`src/rtl/audio_req_pkg.sv`:
```
// audio_req_pkg: shared read-request format, line/lane geometry and requester FSM states
package audio_req_pkg;
    localparam int SAMPLES_PER_LINE = 8;
    localparam int LANE_W = $clog2(SAMPLES_PER_LINE);
    localparam int REQ_PERIOD_W = 14;
    localparam int REQ_ADDR_W = 24;

    typedef struct packed {
        logic [1:0]              pad;
        logic [REQ_PERIOD_W-1:0] period;
        logic [REQ_ADDR_W-1:0]   addr;
    } read_req_t;

    typedef enum logic [1:0] {IDLE, SCAN, HOLD} req_state_t;

    function automatic read_req_t make_req(input logic [REQ_PERIOD_W-1:0] period,
                                           input logic [REQ_ADDR_W-1:0] addr);
        make_req = '{pad: 2'b00, period: period, addr: addr};
    endfunction
endpackage

```
`src/rtl/voice_read_requester_if.sv`:
```
// voice_read_requester_if: AXIS read-address channel toward the arbiter's audio FIFO
interface voice_read_requester_if;
    import audio_req_pkg::*;
    read_req_t data;
    logic      valid;
    logic      tlast;
    logic      ready;
    modport master(output data, valid, tlast, input ready);
    modport slave(input data, valid, tlast, output ready);
endinterface

```
`src/rtl/voice_read_requester_bank.sv`:
```
// voice_state_bank: per-voice pointer/remaining/active registers with trigger-over-advance priority
module voice_state_bank
    import audio_req_pkg::*;
#(
    parameter int NUM_VOICES = 8,
    parameter int ADDR_W = 24,
    localparam int VI_W = $clog2(NUM_VOICES),
    localparam int PTR_W = ADDR_W + LANE_W
) (
    input  logic                  clk_dram_ctrl,
    input  logic                  rst_dram_ctrl_n,
    input  logic                  trig_valid,
    input  logic [VI_W-1:0]       trig_voice,
    input  logic [PTR_W-1:0]      trig_start_sample,
    input  logic [PTR_W-1:0]      trig_length,
    input  logic                  adv_valid,
    input  logic [VI_W-1:0]       adv_voice,
    input  logic [VI_W-1:0]       sel_idx,
    output logic [PTR_W-1:0]      sel_ptr,
    output logic                  more_above,
    output logic [NUM_VOICES-1:0] active
);
    logic [PTR_W-1:0] ptr [NUM_VOICES];
    logic [PTR_W-1:0] remaining [NUM_VOICES];

    assign sel_ptr = ptr[sel_idx];

    // A trigger overrides a same-cycle advance on the same voice; zero-length triggers are ignored
    always_ff @(posedge clk_dram_ctrl or negedge rst_dram_ctrl_n) begin
        if (!rst_dram_ctrl_n) begin
            for (int v = 0; v < NUM_VOICES; v++) begin
                ptr[v] <= '0;
                remaining[v] <= '0;
            end
            active <= '0;
        end else begin
            for (int v = 0; v < NUM_VOICES; v++) begin
                if (trig_valid && trig_length != '0 && trig_voice == VI_W'(v)) begin
                    ptr[v] <= trig_start_sample;
                    remaining[v] <= trig_length;
                    active[v] <= 1'b1;
                end else if (adv_valid && adv_voice == VI_W'(v)) begin
                    ptr[v] <= ptr[v] + 1'b1;
                    remaining[v] <= remaining[v] - 1'b1;
                    if (remaining[v] == PTR_W'(1)) active[v] <= 1'b0;
                end
            end
        end
    end

    // Any active voice strictly above the scan index means this request is not the tick's last
    always_comb begin
        more_above = 1'b0;
        for (int v = 0; v < NUM_VOICES; v++)
            if (VI_W'(v) > sel_idx && active[v]) more_above = 1'b1;
    end
endmodule

```
`src/rtl/voice_read_requester.sv`:
```
// voice_read_requester: per-tick scan of active voices issuing tagged DRAM line read requests
module voice_read_requester
    import audio_req_pkg::*;
#(
    parameter int NUM_VOICES = 8,
    parameter int ADDR_W = 24,
    parameter int PERIOD_W = 14,
    localparam int VI_W = $clog2(NUM_VOICES),
    localparam int PTR_W = ADDR_W + LANE_W
) (
    input  logic                   clk_dram_ctrl,
    input  logic                   rst_dram_ctrl_n,
    input  logic                   sample_load_complete,
    input  logic                   sample_tick,
    input  logic                   trig_valid,
    input  logic [VI_W-1:0]        trig_voice,
    input  logic [PTR_W-1:0]       trig_start_sample,
    input  logic [PTR_W-1:0]       trig_length,
    voice_read_requester_if.master read_addr_axis,
    output logic [NUM_VOICES-1:0]  voice_active,
    output logic                   tick_overrun
);
    req_state_t          state, state_nxt;
    logic [VI_W-1:0]     idx, idx_nxt;
    logic [PERIOD_W-1:0] period_cnt, tick_period;
    read_req_t           req_q;
    logic                valid_q, tlast_q, load, adv, more_above, tick_ok;
    logic [PTR_W-1:0]    sel_ptr;

    assign tick_ok = sample_tick && sample_load_complete;
    assign read_addr_axis.data = req_q;
    assign read_addr_axis.valid = valid_q;
    assign read_addr_axis.tlast = tlast_q;

    voice_state_bank #(.NUM_VOICES(NUM_VOICES), .ADDR_W(ADDR_W)) u_bank (
        .clk_dram_ctrl(clk_dram_ctrl),
        .rst_dram_ctrl_n(rst_dram_ctrl_n),
        .trig_valid(trig_valid),
        .trig_voice(trig_voice),
        .trig_start_sample(trig_start_sample),
        .trig_length(trig_length),
        .adv_valid(adv),
        .adv_voice(idx),
        .sel_idx(idx),
        .sel_ptr(sel_ptr),
        .more_above(more_above),
        .active(voice_active)
    );

    // Scan sequencing: skip idle voices, park in HOLD on a request until the consumer takes it
    always_comb begin
        state_nxt = state;
        idx_nxt = idx;
        load = 1'b0;
        adv = 1'b0;
        case (state)
            IDLE: if (tick_ok && |voice_active) begin
                state_nxt = SCAN;
                idx_nxt = '0;
            end
            SCAN: if (voice_active[idx]) begin
                load = 1'b1;
                state_nxt = HOLD;
            end else begin
                idx_nxt = idx + 1'b1;
                if (idx == VI_W'(NUM_VOICES - 1)) state_nxt = IDLE;
            end
            HOLD: if (read_addr_axis.ready) begin
                adv = 1'b1;
                idx_nxt = idx + 1'b1;
                state_nxt = tlast_q ? IDLE : SCAN;
            end
            default: state_nxt = IDLE;
        endcase
    end

    // State, period bookkeeping, overrun flag and the registered output request
    always_ff @(posedge clk_dram_ctrl or negedge rst_dram_ctrl_n) begin
        if (!rst_dram_ctrl_n) begin
            state <= IDLE;
            idx <= '0;
            period_cnt <= '0;
            tick_period <= '0;
            req_q <= '0;
            valid_q <= 1'b0;
            tlast_q <= 1'b0;
            tick_overrun <= 1'b0;
        end else begin
            state <= state_nxt;
            idx <= idx_nxt;
            if (tick_ok && state == IDLE) begin
                period_cnt <= period_cnt + 1'b1;
                tick_period <= period_cnt;
            end
            if (tick_ok && state != IDLE) tick_overrun <= 1'b1;
            if (load) begin
                req_q <= make_req(REQ_PERIOD_W'(tick_period), REQ_ADDR_W'(sel_ptr[PTR_W-1:LANE_W]));
                tlast_q <= !more_above;
            end
            valid_q <= load | (valid_q & ~adv);
        end
    end
endmodule

```
`src/flat_wrapper.sv`:
```
// flat-port wrapper written by rule: the top's interface ports become plain ports
module voice_read_requester_flat import audio_req_pkg::*;
#(
    parameter int NUM_VOICES = 8,
    parameter int ADDR_W = 24,
    parameter int PERIOD_W = 14,
    localparam int VI_W = $clog2(NUM_VOICES),
    localparam int PTR_W = ADDR_W + LANE_W
)
  (clk_dram_ctrl, rst_dram_ctrl_n, sample_load_complete, sample_tick, trig_valid, trig_voice, trig_start_sample, trig_length, voice_active, tick_overrun, read_addr_axis_data, read_addr_axis_valid, read_addr_axis_tlast, read_addr_axis_ready);
  voice_read_requester_if read_addr_axis_i ();
  input  logic clk_dram_ctrl;
  input  logic rst_dram_ctrl_n;
  input  logic sample_load_complete;
  input  logic sample_tick;
  input  logic trig_valid;
  input  logic [VI_W-1:0] trig_voice;
  input  logic [PTR_W-1:0] trig_start_sample;
  input  logic [PTR_W-1:0] trig_length;
  output logic [NUM_VOICES-1:0] voice_active;
  output logic tick_overrun;
  output wire logic [$bits(read_addr_axis_i.data)-1:0] read_addr_axis_data;
  output wire logic [$bits(read_addr_axis_i.valid)-1:0] read_addr_axis_valid;
  output wire logic [$bits(read_addr_axis_i.tlast)-1:0] read_addr_axis_tlast;
  input wire logic [$bits(read_addr_axis_i.ready)-1:0] read_addr_axis_ready;
  assign read_addr_axis_data = read_addr_axis_i.data;
  assign read_addr_axis_valid = read_addr_axis_i.valid;
  assign read_addr_axis_tlast = read_addr_axis_i.tlast;
  assign read_addr_axis_i.ready = read_addr_axis_ready;
  voice_read_requester #(.NUM_VOICES(NUM_VOICES), .ADDR_W(ADDR_W), .PERIOD_W(PERIOD_W)) u_core (.clk_dram_ctrl(clk_dram_ctrl), .rst_dram_ctrl_n(rst_dram_ctrl_n), .sample_load_complete(sample_load_complete), .sample_tick(sample_tick), .trig_valid(trig_valid), .trig_voice(trig_voice), .trig_start_sample(trig_start_sample), .trig_length(trig_length), .read_addr_axis(read_addr_axis_i), .voice_active(voice_active), .tick_overrun(tick_overrun));
endmodule
```
`config.mk`:
```
export PLATFORM = sky130hd
export DESIGN_NAME = voice_read_requester_flat
export DESIGN_NICKNAME = d
export VERILOG_FILES = /design/src/rtl/audio_req_pkg.sv /design/src/rtl/voice_read_requester_if.sv /design/src/rtl/voice_read_requester_bank.sv /design/src/rtl/voice_read_requester.sv /design/src/flat_wrapper.sv
export SDC_FILE = /design/constraint.sdc
export NUM_CORES = 1
export LEC_CHECK = 0
export BUFFER_PORTS_ARGS = -buffer_cell sky130_fd_sc_hd__buf_4
export CORE_AREA = 2 2 275 277
export DETAILED_ROUTE_END_ITERATION = 12
export DIE_AREA = 0 0 277 279
export GPL_TIMING_DRIVEN = 0
export MAX_ROUTING_LAYER = met4
export SLEW_MARGIN = 20
export SYNTH_ARGS = -nofsm -noshare
export SYNTH_HDL_FRONTEND = slang
export SYNTH_SLANG_ARGS = --single-unit
```
`constraint.sdc`:
```
create_clock -name clk_dram_ctrl -period 3.79 [get_ports clk_dram_ctrl]
set_input_delay 0.379 -clock clk_dram_ctrl [delete_from_list [all_inputs] [get_ports clk_dram_ctrl]]
set_output_delay 0.379 -clock clk_dram_ctrl [all_outputs]
set_load 0.02 [all_outputs]
```
# [Yosys cells after proc, flatten, opt, wreduce, memory -nomap -nowiden]
# Index checks and enable logic that the tools add are counted.
[totals] register_bits=514 latch_bits=0 ramBits=0 rom_bits=0 input_bits=63 output_inout_bits=51 wordCells=239 mem_count=0
[op_classes] addsub=18 mul=0 div=0 magnitude_cmp=10 eq_ne=28 n_shift=0 n_mux=83 n_bitwise=4 reduce_logical=63
[ops] cell="$mux W27" count=34
[ops] cell="$add A27 B1 Y27 const B" count=8
[ops] cell="$eq A27 B1 Y1 const B" count=8
[ops] cell="$sub A27 B1 Y27 const B" count=8
[ops] cell="$bmux W27 S3" count=1
[ops] cell="$mux W1" count=38
[ops] cell="$reduce_bool A2 Y1" count=17
[ops] cell="$logic_and A1 B1 Y1" count=29
[ops] cell="$reduce_bool A27 Y1" count=1
[ops] cell="$eq A3 B3 Y1 const B" count=8
[ops] cell="$reduce_and A2 Y1" count=8
[ops] cell="$add A14 B1 Y14 const B" count=1
[ops] cell="$eq A3 B2 Y1 const B" count=4
[ops] cell="$gt A3 B3 Y1 const A" count=4
[ops] cell="$mux W3" count=3
[ops] cell="$pmux W3 S3" count=1
[ops] cell="$mux W2" count=4
[ops] cell="$reduce_or A8 Y1" count=1
[ops] cell="$eq A3 B1 Y1 const B" count=2
[ops] cell="$gt A1 B3 Y1 const A" count=2
[ops] cell="$gt A2 B3 Y1 const A" count=2
[ops] cell="$logic_not A3 Y1" count=2
[ops] cell="$pmux W2 S3" count=1
[ops] cell="$ge A4 B4 Y1 const B" count=1
[ops] cell="17 further kinds" count=18

# [Depth between registers and ports, before layout]
[depth] word_depth=11 ltp_mapped=12 mapped_depth_nobuf=7

# [Modules after synthesis]
# Synthesis repeated with hierarchy kept, for this count alone.
[unflattened] cells_unflattened=3148 area_unflattened_um2=29306.9
[by_module_without_submodules] module="voice_state_bank" instances=1 cells_each=2892 area_per_inst_um2=26028.7 seq_area_each_um2=11010.6
[by_module_without_submodules] module="voice_read_requester" instances=1 cells_each=256 area_per_inst_um2=3278.1 seq_area_each_um2=1851.8

# [Worst setup path after synthesis]
# Ideal clock, no wire load.
[synth_timing] path_kind="register to register" startpoint="register u_core.idx[0]" endpoint="register u_core.u_bank.remaining[100] (netlist bit)" setup_time_ns=0.122 arrival_time_ns=2.722 required_ns=3.668 path_slack_ns=0.946 path_stages_with_launch=12 path_buffers=4 period_less_slack_ns=2.844 cell_sequence="dfrtp_1 buf_2 buf_2 inv_1 clkbuf_1 ha_1 and4_2 clkbuf_1 nand4_2 nor4_1 xnor2_1 a21oi_2"
[synth_between] elab_chain_cells=3
[synth_rtl] item="start, declared" line="voice_read_requester.sv:24" rtl="logic [VI_W-1:0] idx, idx_nxt;"
[synth_rtl] item="start signal, assigned" line="voice_read_requester.sv:90" rtl="idx <= idx_nxt;"
[synth_rtl] item="$eq A3 B3 Y1" line="voice_read_requester_bank.sv:42" rtl="end else if (adv_valid && adv_voice == VI_W'(v)) begin"
[synth_rtl] item="$logic_and A1 B1 Y1" line="voice_read_requester_bank.sv:42"
[synth_rtl] item="$reduce_bool A2 Y1 (no source line)"
[synth_rtl] item="end signal, assigned by index" line="voice_read_requester_bank.sv:40" rtl="remaining[v] <= trig_length;"
[synth_rtl] item="end signal, assigned by index" line="voice_read_requester_bank.sv:44" rtl="remaining[v] <= remaining[v] - 1'b1;"
[synth_rtl] item="end, declared" line="voice_read_requester_bank.sv:24" rtl="logic [PTR_W-1:0] remaining [NUM_VOICES];"
# Every way passes these cells.
# A chain may end at the register's enable or synchronous reset.

# [Final worst setup path]
[layout_timing] startpoint="register u_core.idx[0]" endpoint="register u_core.req_q (netlist bit u_core.read_addr_axis.data[3])"
[layout_between] elab_chain_cells=4 elab_cells_between_ends=8 cone_classes="mux (7); bitwise (1)"
[layout_rtl] item="$bmux W1 S3 or $not A3 Y4 (tied branches)" line="voice_read_requester.sv:61, voice_read_requester_bank.sv:26"
[layout_rtl] item="$mux W1 (implied by the code) or $bmux W27 S3 (tied branches)" line="voice_read_requester.sv:61, voice_read_requester_bank.sv:26"
[layout_rtl] item="$mux W1 or $mux W27 (tied branches)" line="voice_read_requester.sv:61, voice_read_requester_bank.sv:26"
[layout_rtl] item="$mux W1 or $mux W27 (tied branches)" line="voice_read_requester.sv:56, voice_read_requester_bank.sv:26"
[layout_rtl] item="end signal, assigned" line="voice_read_requester.sv:97" rtl="req_q <= make_req(REQ_PERIOD_W'(tick_period), REQ_ADDR_W'(sel_ptr[PTR_W-1:LANE_W]));"
[layout_rtl] item="end, declared" line="voice_read_requester.sv:26" rtl="read_req_t req_q;"
# Parallel ways exist; a longest one is shown, timed or not. The select of a mux whose other input is x is not followed.

==> results.md <==
* Setup Skew at 0.03797 ns
* Count of yosys warnings during synthesis at 0
* Clock buffers created by TritonCTS at approximately 60
* Summed area of non-filler cells in the final layout at 33,370 sq um
* Global placement routability congestion at 0.9716
* Required time at the endpoint of the critical path at around 4.3 ns
* Global-route wire length before repair at around 150 mm
* Design Power at around 20,000 uW
* Sum of net half-perimeters after detailed placement at 71.49 mm
* Most frequent cells in the layout: 527 x sky130_fd_sc_hd__nor2_1, 514 x sky130_fd_sc_hd__dfrtp_1, 412 x sky130_fd_sc_hd__a21oi_1
* Most frequent standard cell in the layout excluding fill and tap cells: sky130_fd_sc_hd__nor2_1
* Cell seen most often among critical-path stages: sky130_fd_sc_hd__buf_2
* Final Slew Violations at 0
* Synthesis-stage register bit count at 514
* Avg Inst Size Synth at between 9 and 10 sq um
* Reg-to-Reg End: u_core.read_addr_axis.data[3]
* Async S/R FF share, synth at 100.0%
* Type of the setup path with the least slack: flop to flop
* Beginning of the worst register-to-register path: u_core.idx[0]
* CORE AREA at 74,070 sq um
* Number of buffers and inverters on the critical path at 4
* Final Core Density at between 40% and 50%
* Share of final-layout standard cells stronger than drive strength 1 at 12.72%
* Post-synthesis instance area at approximately 29,000 sq um
* Fmax at roughly 0.27 GHz
* H-Tree Depth at 2
* Y dimension of the die at 279 microns
* Cell variety after synth at 80
* Hold Path Stages at 3
* Number of cells produced by synthesis at around 3,200
* Critical path's largest stage delay at around 0.84 ns
* Placement Cell Area at 31,300 sq um
* Sinks on Clock Net at around 500
* Status: finished clean
* Number of DRC markers in iteration 0 at roughly 2,700
* Final critical delay including setup and external delays at about 3.8 ns
* Highest ir drop seen on vdd at 0.3510 mV
* Total routed wirelength at between 90 and 100 mm
* X dimension of the die at ~280 microns
* Unrepaired setup endpoints after global routing: no
* Largest net degree at the start of global routing at just under 90
* Initial standard-cell utilization of the core at about 40%
* Number of maximum-capacitance violations at 0
* Number of placement rows at 100
* Boundary Pins at ~110
* Final setup viols at 0
* Number of synthesized flops with an enable pin at 0
* Reported leakage power at roughly 0.013 uW
* Primary FF master, synth: sky130_fd_sc_hd__dfrtp_1
* Vias in the first global route at 24,420
* Global-route usage over all layers at around a quarter
* Total negative slack for setup checks at 0 ns
* Clock tree from TritonCTS: done
* Arrival time reported for the critical path endpoint at approximately 4.3 ns
* Antenna-violating nets left at 0
* Ratio of total power to cell area at between 600 and 700 nW/um^2
* First-pass DRT Iterations at 8
* Path class of the lowest-slack min-delay path: primary input to flop
* Root Buffer Master: sky130_fd_sc_hd__clkbuf_16
* Die area at just under 80,000 sq um
* Average wire per standard cell at 22.58 microns
* Crit start category: flop
* Final Hold Vio Count at 0
* WHS Endpoint: u_core.u_bank.remaining[184]
* Critical path launch point: u_core.idx[0]
* Worst reg-to-reg setup slack at between 0.02 and 0.03 ns
* Setup crit end kind: flop
* DRC violations left at 0
* Number of buffers between clock root and the deepest sink at 3
* Family with the most delay on the worst path: buffers and inverters
* Critical path, cell by cell: buf_2, buf_2, buf_1, clkbuf_1, mux4_2, mux2i_1, o21ai_0
* Layout Area Growth over Synthesis at 13.32%
* Logic depth of the worst register-to-register path at 7
* Via/cell ratio at 5.777
* Launch instance of the worst min-delay path: trig_length[22]
* CTS clk-pin slew, worst paths at 0.06 ns
* Clk Latency, worst-skew pair at around 0.64 ns
* Worst Max-Slew Pin Slew at 1.148 ns
* PortBufs at 56
* Crit path max-delay cell type: sky130_fd_sc_hd__clkbuf_1
* Register area share after synthesis at a little over two fifths
* Vias at 25,360
* Ratio of final minimum period to clock period at between 90% and 100%
* Final global-route overflow total at 0
* Max transition margin at about a quarter
* Maximum net fanout on the critical path at 10
* Initial antenna violation count at 5
* # nets final at around 3,500
## how the worst max path moves through the flow
stage | slack (ns) | cells past startpoint | to
after detailed placement | -0.51 | 10 | u_core.u_bank.ptr[53]
after global routing | 0.0002 | 9 | u_core.u_bank.ptr[160]
after CTS | 0.12 | 10 | u_core.u_bank.remaining[100]
after global placement | -3.55 | 1 | u_core.u_bank.remaining[100]
final | 0.03 | 7 | u_core.read_addr_axis.data[3]
after floorplan | 0.95 | 11 | u_core.u_bank.remaining[100]
## logic make-up (layout without fill, tap and decap cells)
kind of cell	count (synthesis)	after routing	share of synthesized area, %
buffers and inverters	260	430	4.304
and+or+nand+nor	1360	1360	22.85
xor gates and xnor gates	417	417	12.40
DFF	514	514	43.68
adders and majority gates	33	33	1.402
muxes	101	101	4.338
other	1	4	0.01273
AOI/OAI and AO/OA	562	562	11.01
## worst reg2reg max path: stages (launching register included)
cell and delay [ns]:
sky130_fd_sc_hd__dfrtp_1 0.39, sky130_fd_sc_hd__buf_2 0.29, sky130_fd_sc_hd__buf_2 0.40, sky130_fd_sc_hd__buf_1 0.70, sky130_fd_sc_hd__clkbuf_1 0.85, sky130_fd_sc_hd__mux4_2 0.48
sky130_fd_sc_hd__mux2i_1 0.42, sky130_fd_sc_hd__o21ai_0 0.14
## what timing repair did
item	in CTS	in global routing
endpoints found under the hold margin	71	0
setup endpoints to repair	63	18
pin swaps	0	1
buffers inserted	0	0
gates resized for setup	5	3
hold buffers	1	0
## through the flow
| stage | worst slack, ns | cells | hold WS, ns |
|---|---|---|---|
| after detailed placement | -0.5079 | 4281 | 0.2676 |
| after global placement | -3.553 | 4274 | 0.4619 |
| after CTS | 0.1236 | 4389 | 0.08767 |
| after global routing | 0.0002278 | 4390 | 0.1078 |
| final | 0.02895 | 4390 | 0.1184 |
| after floorplan | 0.9459 | 3249 | 0.08341 |
## sequential cells by signal, summed over array words and instances, names as in the netlist
signal / count
u_core.read_addr_axis.data: 38
u_core.read_addr_axis.tlast: 1
u_core.tick_overrun: 1
u_core.u_bank.remaining: 216
u_core.u_bank.ptr: 216
u_core.read_addr_axis.valid: 1
u_core.state: 2
u_core.period_cnt: 14
u_core.tick_period: 14
u_core.u_bank.active: 8
u_core.idx: 3
## cells in the mapped netlist, types with 7 or more instances
cell                       number  area (sq um)
sky130_fd_sc_hd__nand3b_1      10         75.07
sky130_fd_sc_hd__buf_2        105         525.5
sky130_fd_sc_hd__inv_1         42         157.7
sky130_fd_sc_hd__o21ai_0       35         175.2
sky130_fd_sc_hd__buf_4         25         187.7
sky130_fd_sc_hd__a31oi_1       15         93.84
sky130_fd_sc_hd__nand2b_1       8         50.05
sky130_fd_sc_hd__xnor2_1      264          2312
sky130_fd_sc_hd__mux4_2        15         337.8
sky130_fd_sc_hd__mux2i_1       23         230.2
sky130_fd_sc_hd__and4_1        21         183.9
sky130_fd_sc_hd__nor4_1       110         688.2
sky130_fd_sc_hd__or4_1         24         180.2
sky130_fd_sc_hd__xor2_1       153          1340
sky130_fd_sc_hd__nand2_1      202         758.2
sky130_fd_sc_hd__a221oi_1      16         140.1
sky130_fd_sc_hd__a21oi_1      412          2062
sky130_fd_sc_hd__nand4_1       98         613.1
sky130_fd_sc_hd__clkbuf_1      72         270.3
sky130_fd_sc_hd__nor3_1       105         525.5
sky130_fd_sc_hd__nor4_2         8         100.1
sky130_fd_sc_hd__ha_1          33         412.9
sky130_fd_sc_hd__nor2b_1        9         56.30
sky130_fd_sc_hd__o41ai_1        7         61.31
sky130_fd_sc_hd__or3_1         44         275.3
sky130_fd_sc_hd__a21oi_2       11         96.34
sky130_fd_sc_hd__mux2_2        63         709.4
sky130_fd_sc_hd__or2_2         13         81.33
sky130_fd_sc_hd__a22oi_1       13         97.59
sky130_fd_sc_hd__nand3_1       94         470.5
sky130_fd_sc_hd__and3_1        41         256.5
sky130_fd_sc_hd__and2_1         8         50.05
sky130_fd_sc_hd__dfrtp_1      514         12860
sky130_fd_sc_hd__nor2_1       527          1978
## final cells by class
class	instances	area, sq um
fill	7314	40700
multi-input combinational	2475	15370
clock buffer	91	1800
clock inverter	17	227.7
buffer	215	1100
antenna	2	5.005
inverter	43	165.2
tap	969	1212
timing repair buffer	64	630.6
sequential	514	12860
## power breakdown
group          leakage (uW)  internal (uW)  switching, uW
Combinational       0.00577           2460           3460
Clock               0.00100           3590           2430
Sequential          0.00584           6780           1500
Total                0.0126          12800           7390
## per-layer routing
layer  track usage [%]  routed length, microns  vias up
li1                  -                       -    11670
met1             35.84                   44040    12480
met2             39.33                   44050      987
met3             3.849                    6950      229
met4             9.964                    4089        0
met5                 -                       0        -
(Power assumes the default switching activity.)
